File: src/rtl/fsk_tx_sequencer.sv
// FSK transmit sequencer: preamble, start, 8 data bits LSB first, optional parity, stop.
// Build option: define FSK_TX_PARITY_EN to insert an even-parity bit between DATA and STOP.
//
// state    | meaning
// IDLE     | waiting for a byte, modulator off, line held at mark
// PREAMBLE | alternating 1,0,... bits before a frame that starts from IDLE
// START    | one space bit
// DATA     | eight latched bits, LSB first
// PARITY   | XOR of the data bits (FSK_TX_PARITY_EN builds only)
// STOP     | one mark bit; may accept the next byte for a gapless follow-on frame
module fsk_tx_sequencer #(
    parameter int BIT_DIV       = 50000,
    parameter int PREAMBLE_BITS = 8
) (
    input  logic       clk,
    input  logic       rst,
    input  logic [7:0] tx_data,
    input  logic       tx_valid,
    output logic       tx_ready,
    output logic       tone_sel,
    output logic       tone_en,
    output logic       bit_strobe,
    output logic       frame_done,
    output logic       busy
);

    localparam logic [2:0] S_IDLE   = 3'd0;
    localparam logic [2:0] S_PRE    = 3'd1;
    localparam logic [2:0] S_START  = 3'd2;
    localparam logic [2:0] S_DATA   = 3'd3;
`ifdef FSK_TX_PARITY_EN
    localparam logic [2:0] S_PARITY = 3'd4;
`endif
    localparam logic [2:0] S_STOP   = 3'd5;

    localparam logic [15:0] CNT_LAST    = 16'(BIT_DIV - 1);
    localparam logic [3:0]  PRE_LAST    = 4'((PREAMBLE_BITS > 0) ? PREAMBLE_BITS - 1 : 0);
    localparam logic [2:0]  FIRST_STATE = (PREAMBLE_BITS > 0) ? S_PRE : S_START;
    localparam logic        FIRST_SEL   = (PREAMBLE_BITS > 0);

    logic [2:0]  r_state;
    logic [15:0] r_cnt;
    logic [3:0]  r_pre_cnt;
    logic [2:0]  r_idx;
    logic [7:0]  r_byte;
    logic        r_pend;
    logic        r_tx_ready;
    logic        r_tone_sel;
    logic        r_tone_en;
    logic        r_busy;

    logic        w_bit_end;
    logic        w_hs;

    assign w_bit_end = (r_state != S_IDLE) && (r_cnt == CNT_LAST);
    assign w_hs      = tx_valid && r_tx_ready;

    always_ff @(posedge clk) begin
        if (rst) begin
            r_state    <= S_IDLE;
            r_cnt      <= 16'd0;
            r_pre_cnt  <= 4'd0;
            r_idx      <= 3'd0;
            r_byte     <= 8'd0;
            r_pend     <= 1'b0;
            r_tx_ready <= 1'b1;
            r_tone_sel <= 1'b1;
            r_tone_en  <= 1'b0;
            r_busy     <= 1'b0;
        end else begin
            if ((r_state == S_IDLE) || w_bit_end) begin
                r_cnt <= 16'd0;
            end else begin
                r_cnt <= r_cnt + 16'd1;
            end

            case (r_state)
                S_IDLE: begin
                    if (w_hs) begin
                        r_byte     <= tx_data;
                        r_state    <= FIRST_STATE;
                        r_pre_cnt  <= 4'd0;
                        r_idx      <= 3'd0;
                        r_tx_ready <= 1'b0;
                        r_tone_sel <= FIRST_SEL;
                        r_tone_en  <= 1'b1;
                        r_busy     <= 1'b1;
                    end
                end
                S_PRE: begin
                    if (w_bit_end) begin
                        if (r_pre_cnt == PRE_LAST) begin
                            r_state    <= S_START;
                            r_tone_sel <= 1'b0;
                        end else begin
                            r_pre_cnt  <= r_pre_cnt + 4'd1;
                            // even-numbered preamble bits are mark
                            r_tone_sel <= r_pre_cnt[0];
                        end
                    end
                end
                S_START: begin
                    if (w_bit_end) begin
                        r_state    <= S_DATA;
                        r_idx      <= 3'd0;
                        r_tone_sel <= r_byte[0];
                    end
                end
                S_DATA: begin
                    if (w_bit_end) begin
                        r_idx <= r_idx + 3'd1;
                        if (r_idx == 3'd7) begin
`ifdef FSK_TX_PARITY_EN
                            r_state    <= S_PARITY;
                            r_tone_sel <= ^r_byte;
`else
                            r_state    <= S_STOP;
                            r_tone_sel <= 1'b1;
                            r_tx_ready <= 1'b1;
                            r_pend     <= 1'b0;
`endif
                        end else begin
                            r_tone_sel <= r_byte[r_idx + 3'd1];
                        end
                    end
                end
`ifdef FSK_TX_PARITY_EN
                S_PARITY: begin
                    if (w_bit_end) begin
                        r_state    <= S_STOP;
                        r_tone_sel <= 1'b1;
                        r_tx_ready <= 1'b1;
                        r_pend     <= 1'b0;
                    end
                end
`endif
                S_STOP: begin
                    if (w_hs) begin
                        r_byte     <= tx_data;
                        r_pend     <= 1'b1;
                        r_tx_ready <= 1'b0;
                    end
                    // a byte taken on the final stop cycle still chains directly
                    if (w_bit_end) begin
                        if (r_pend || w_hs) begin
                            r_state    <= S_START;
                            r_tone_sel <= 1'b0;
                            r_tx_ready <= 1'b0;
                            r_pend     <= 1'b0;
                        end else begin
                            r_state    <= S_IDLE;
                            r_tone_sel <= 1'b1;
                            r_tone_en  <= 1'b0;
                            r_busy     <= 1'b0;
                            r_tx_ready <= 1'b1;
                        end
                    end
                end
                default: begin
                    r_state <= S_IDLE;
                end
            endcase
        end
    end

    assign tx_ready   = r_tx_ready;
    assign tone_sel   = r_tone_sel;
    assign tone_en    = r_tone_en;
    assign busy       = r_busy;
    assign bit_strobe = (r_state != S_IDLE) && (r_cnt == 16'd0);
    assign frame_done = (r_state == S_STOP) && (r_cnt == CNT_LAST);

endmodule

File: config.mk
export PLATFORM = sky130hd
export DESIGN_NAME = fsk_tx_sequencer
export DESIGN_NICKNAME = d
export VERILOG_FILES = /design/src/rtl/fsk_tx_sequencer.sv
export SDC_FILE = /design/constraint.sdc
export NUM_CORES = 1
export LEC_CHECK = 0
export BUFFER_PORTS_ARGS = -buffer_cell sky130_fd_sc_hd__buf_2
export CORE_MARGIN = 1
export CORE_UTILIZATION = 31
export CTS_BUF_LIST = sky130_fd_sc_hd__clkbuf_8
export CTS_CLUSTER_SIZE = 30
export DETAILED_ROUTE_END_ITERATION = 7
export PLACE_DENSITY = 0.45
export RECOVER_POWER = 100
export SYNTH_ARGS = -nofsm -noshare
export SYNTH_HDL_FRONTEND = slang
export SYNTH_SLANG_ARGS = --single-unit
File: constraint.sdc
create_clock -name clk -period 1.94 [get_ports clk]
set_input_delay 0 -clock clk [delete_from_list [all_inputs] [get_ports clk]]
set_output_delay 0 -clock clk [all_outputs]
set_load 0.005 [all_outputs]
Yosys cells after proc, flatten, opt, wreduce, memory -nomap -nowiden
Cells that the tools add are included.

Word-level logic and storage cells: 96. Memory bits (read-only): 0. Memories: 0. Register bits after elaboration: 38. Input port bits: 11. Output and inout port bits: 6. Memory bits (writable): 0. Bits in latches: 0.

Equality and inequality tests: 16. Bitwise operators: 0. Multipliers: 0. Shift-type cells: 0. Magnitude comparators: 1. Div/mod/pow operators: 0. Mux-type cells: 42. Add/sub/neg operators: 3. Reduce and logical (&&, ||, !) cells: 25.

Operators with widths (number): $mux 3 (10); $mux 1 (20); $ne 2x2->1 const B (9); $add 16x1->16 const B (1); $eq 16x16->1 const B (1); $logic_not 16->1 (1); $pmux 3 s5 (1); $mux 4 (3); $reduce_and 4->1 (3); $pmux 3 s3 (1); $reduce_bool 3->1 (3); $pmux 4 s2 (1); $reduce_and 7->1 (1); $eq 3x2->1 const B (2); $eq 3x3->1 const B (2); $reduce_and 3->1 (2); $reduce_and 6->1 (1); $reduce_bool 2->1 (3); $pmux 1 s5 (1); $reduce_bool 5->1 (1); $add 4x1->4 const B (1); $eq 4x3->1 const B (1); $logic_and 1x1->1 (4); $lt 3x4->1 const B (1); other kinds (10) (13).

Longest topological paths before layout
Depth in word-level cells: 6. Gate-level depth with buffers: 7. Gate-level depth less buffers: 7.

Least setup slack after synthesis
Ideal clock, no wire load.

Kind: register to register. Start point: reg r_idx[0]. End point: reg r_tone_sel, in the netlist tone_sel. Data required time: 1819 ps. Path slack: -97 ps. Cell stages (with the launch flop): 8. Arrival time: 1916 ps. Buffers on the path: 0. Period minus slack after synthesis: 2037 ps. Library setup time: 121 ps. Cells stage by stage: dfxtp_1 -> ha_1 -> ha_1 -> mux4_2 -> mux2_2 -> o21ai_0 -> and4b_1 -> a21oi_1.

Word-level cells in the longest chain between the ends: 6. Elaborated cells on any way between the ends: 7. Those cells by class: 1 x add/sub; 1 x eq/ne; 5 x mux.

Ends and longest elaborated chain: start, declared (RTL line 44) `logic [2:0] r_idx;`; start signal, assigned (RTL line 111) `r_idx <= r_idx + 3'd1;`; $add 3x1->3 (RTL line 123) `r_tone_sel <= r_byte[r_idx + 3'd1];`; $bmux 1 s3 (RTL line 123); $mux 1 (not written as such) (RTL line 123); $mux 1 * (RTL line 112) `if (r_idx == 3'd7) begin`; $mux 1 * (RTL line 110) `if (w_bit_end) begin`; $pmux 1 s5 * (RTL line 77) `case (r_state)`; end signal, assigned (RTL line 98) `r_tone_sel <= r_pre_cnt[0];`; end signal, assigned (RTL line 106) `r_tone_sel <= r_byte[0];`; end signal, assigned (RTL line 123); end, declared (RTL line 48) `logic r_tone_sel;`.

Mark *: on every way between the ends. The rest lies on a longest branch, timed or not. The select of a mux whose other input is x is not followed. A chain may end at the register's enable or synchronous reset.

Worst setup path after layout
Ends and elaborated chain as after synthesis.

==> impl_metrics.json <==
{
  "max_slew_margin_pct": 68.2,
  "max_cap_violations": 0,
  "powerDensity_nw_per_um2": 818,
  "fin_worst_skew_ns": 0.00926,
  "maxSlewViolCount": 0,
  "io_buffers": 16,
  "fin_cells": 368,
  "num_rows": 29,
  "seq_area_um2": 767,
  "fillers": 659,
  "synth_top_family_by_area": "simple AND/OR/NAND/NOR gates",
  "cp_slowest_cell": "mux4_2",
  "synth_commonest_cells": "nor2_1, dfxtp_1, a21oi_1, nand2_1, mux2i_1",
  "cpPeakStageDelay_ns": 0.47,
  "root_buffer": "clkbuf_8",
  "placed_cells": 351,
  "synth_fa_ha_area_share_pct": 3.02,
  "min_period_ns": 1.93,
  "synth_top_area_cell": "dfxtp_1",
  "layout-drive-gt1-share_pct": 22.0,
  "avgViaCountPerCell": 4.91,
  "ys_async_sr_fraction_pct": 0,
  "end_kind": "register",
  "topRoutingLayerUsed": "met4",
  "status": "completed",
  "p_leak_nw": 1.03,
  "fin_crit_sh_pct": 99.5,
  "reg2reg_from": "r_idx[0]",
  "core_area_um2": 6390,
  "setup_ws_ns": 0.00997,
  "synth_flop_cell": "dfxtp_1",
  "fin_worst_hold_slack_ns": 0.101,
  "synth_edf_count": 0,
  "cts_sinks": 38,
  "antenna_found_initial": 0,
  "critPathBufInv": 0,
  "clk_latency_ns": 0.30,
  "clk_pin_slew_ns": 0.08,
  "drc": 0,
  "n_antenna_cell": 0,
  "fin_nets": 306,
  "reg2reg_depth": 7,
  "hold_viol": 0,
  "synthCells": 242,
  "path_delay_family": "multiplexers",
  "synthXorXnorAreaFrac_pct": 6.34,
  "wire_per_inst_um": 13.6,
  "cts_tree": "yes",
  "synth_simple_gate_area_share_pct": 29.0,
  "crit_path_frequent_cell": "ha_4",
  "path_max_fanout": 2,
  "die_y_um": 83.8,
  "grt_max_degree": 26,
  "grt_use_total_pct": 15.6,
  "dieArea_um2": 7020,
  "area_delta_synth_final_pct": 25.3,
  "ys.warnings.count": 0,
  "critical_path_depth": 7,
  "vias": 1807,
  "tightest_slew_ns": 0.477,
  "multi_input_area_um2": 1250,
  "synth_most_common_cell": "nor2_1",
  "io_pins": 17,
  "grt_pass1_wl_um": 8620,
  "ctsLongestPathBuffers": 2,
  "cts_buffers": 5,
  "r2r-end": "tone_sel",
  "crit_path_start": "r_idx[0]",
  "cp.required_ns": 2.13,
  "die_w_um": 83.8,
  "ys_types": 49,
  "dp_hpwl_um": 3580,
  "synthesis.area_um2": 2070,
  "hold_path.class": "in2reg",
  "final_area_um2": 2600,
  "place_area_um2": 2430,
  "ys_seq_area_share_pct": 36.7,
  "setup_viol": 0,
  "firstDrtPassIters": 4,
  "post-place-ws_ns": -0.0351,
  "syn_avg_cell_area_um2": 8.57,
  "start_kind": "register",
  "routabilityCongestion": 0.800,
  "start_util_pct": 32.5,
  "grt_overflow": 0,
  "drt-total-wl_um": 5000,
  "critPathCapture": "tone_sel",
  "ff2ff_setup_slack_ns": 0.01,
  "rsz0062_at_grt": "yes",
  "wl_met1_um": 2430,
  "synthMuxAreaShare_pct": 8.03,
  "yosys.area.top_type_share_pct": 36.7,
  "ant_nets": 0,
  "cts_htree_levels": 2,
  "p_total_w": 0.00212,
  "drt_iter0_drc": 66,
  "synth_compound_area_share_pct": 12.6,
  "peakVddDrop_mv": 0.401,
  "dr_wl_met3_um": 147,
  "crit_chain": "ha_4, ha_4, mux4_2, mux2_2, o21ai_1, and4b_1, a21oi_1",
  "met2WireLength_um": 2360,
  "ys_seq_elements": 38,
  "synth_nets": 258,
  "synth.area.top_cells": "dfxtp_1, nor2_1, mux2i_1",
  "grt_pass1_vias": 1791,
  "cp.arrival_ns": 2.12,
  "critical_path_class": "reg2reg",
  "fmax_ghz": 0.518
}
-- layer usage --
| metal | vias up | global-route usage, % |
|---|---|---|
| li1 | 959 | - |
| met1 | 823 | 19.9 |
| met2 | 20 | 25.8 |
| met3 | 5 | 4.25 |
| met4 | 0 | 4.62 |
| met5 | - | 0 |
-- state kept, by name, indices dropped and copies added (netlist names) --
signal     count
tone_sel       1
r_pend         1
r_idx          3
busy           1
r_pre_cnt      4
r_state        3
r_byte         8
tx_ready       1
r_cnt         16
-- power breakdown --
group | switching (W) | total, W | internal, W
Sequential | 0.0000657 | 0.000908 | 0.000842
Clock | 0.000289 | 0.000570 | 0.000282
Combinational | 0.000349 | 0.000647 | 0.000298
-- cells by family after synthesis --
group | count (synthesis)
adders and majority gates | 5
xor gates and xnor gates | 15
and+or+nand+nor | 111
muxes | 14
AOI/OAI and AO/OA | 39
buffers and inverters | 20
DFF | 38
-- placed cells by master (no fill, tap or decap), types with 3 or more instances in the layout --
master,count
o21ai_0,8
nand3b_1,4
nand2_1,14
nor3_1,5
dlygate4sd3_1,8
inv_1,9
mux2i_1,11
clkbuf_1,4
nand4_1,8
dfxtp_1,33
buf_2,14
a21o_1,3
a21oi_1,14
dfxtp_2,5
clkbuf_8,6
or3_1,5
nand3_1,9
xnor2_1,7
and2_1,4
ha_1,3
and3_1,3
buf_4,22
nand2b_1,6
nor2_1,39
xor2_1,8
-- final cells by class --
cell class,count,area share (%)
Clock buffer,6,3.18
Clock inverter,2,0.337
Inverter,8,1.16
Multi-Input combinational cell,184,48.0
Sequential cell,38,29.5
Tap cell,77,3.71
Timing Repair Buffer,53,14.1
-- what timing repair did --
item | CTS | global route
hold endpoints to repair | 8 | 0
gates resized for setup | 4 | 5
pin swaps | 0 | 3
setup buffers | 0 | 1
hold buffers | 8 | 0
endpoints found under the setup margin | 1 | 6
-- tightest hold or removal path, delay by kind of cell --
kind / cells / cell delay, ns
AO/OA/AOI/OAI: 1 / 0.08
buffers and inverters: 1 / 0.13
AND/OR/NAND/NOR: 1 / 0.14
-- stage by stage --
step | setup TNS (ns) | util (%)
6_report | 0 | 40.7
5_1_grt | -0.188 | 40.7
4_1_cts | -0.00204 | 40.9
3_5_place_dp | -0.0351 | 38.0
3_3_place_gp | -0.0395 | 38.0
2_1_floorplan | -0.0892 | -
-- how the worst min path moves through the flow --
stage / from / end / slack (ns) / cells after the start
6_report: tx_valid / busy / 0.10 / 3
5_1_grt: tx_valid / busy / 0.14 / 3
4_1_cts: tx_valid / busy / 0.09 / 3
3_5_place_dp: tx_data[7] / r_byte[7] / 0.24 / 3
3_3_place_gp: tx_data[3] / r_byte[3] / 0.24 / 3
2_1_floorplan: tx_data[7] / r_byte[7] / 0.15 / 2
(Power assumes the default switching activity.)
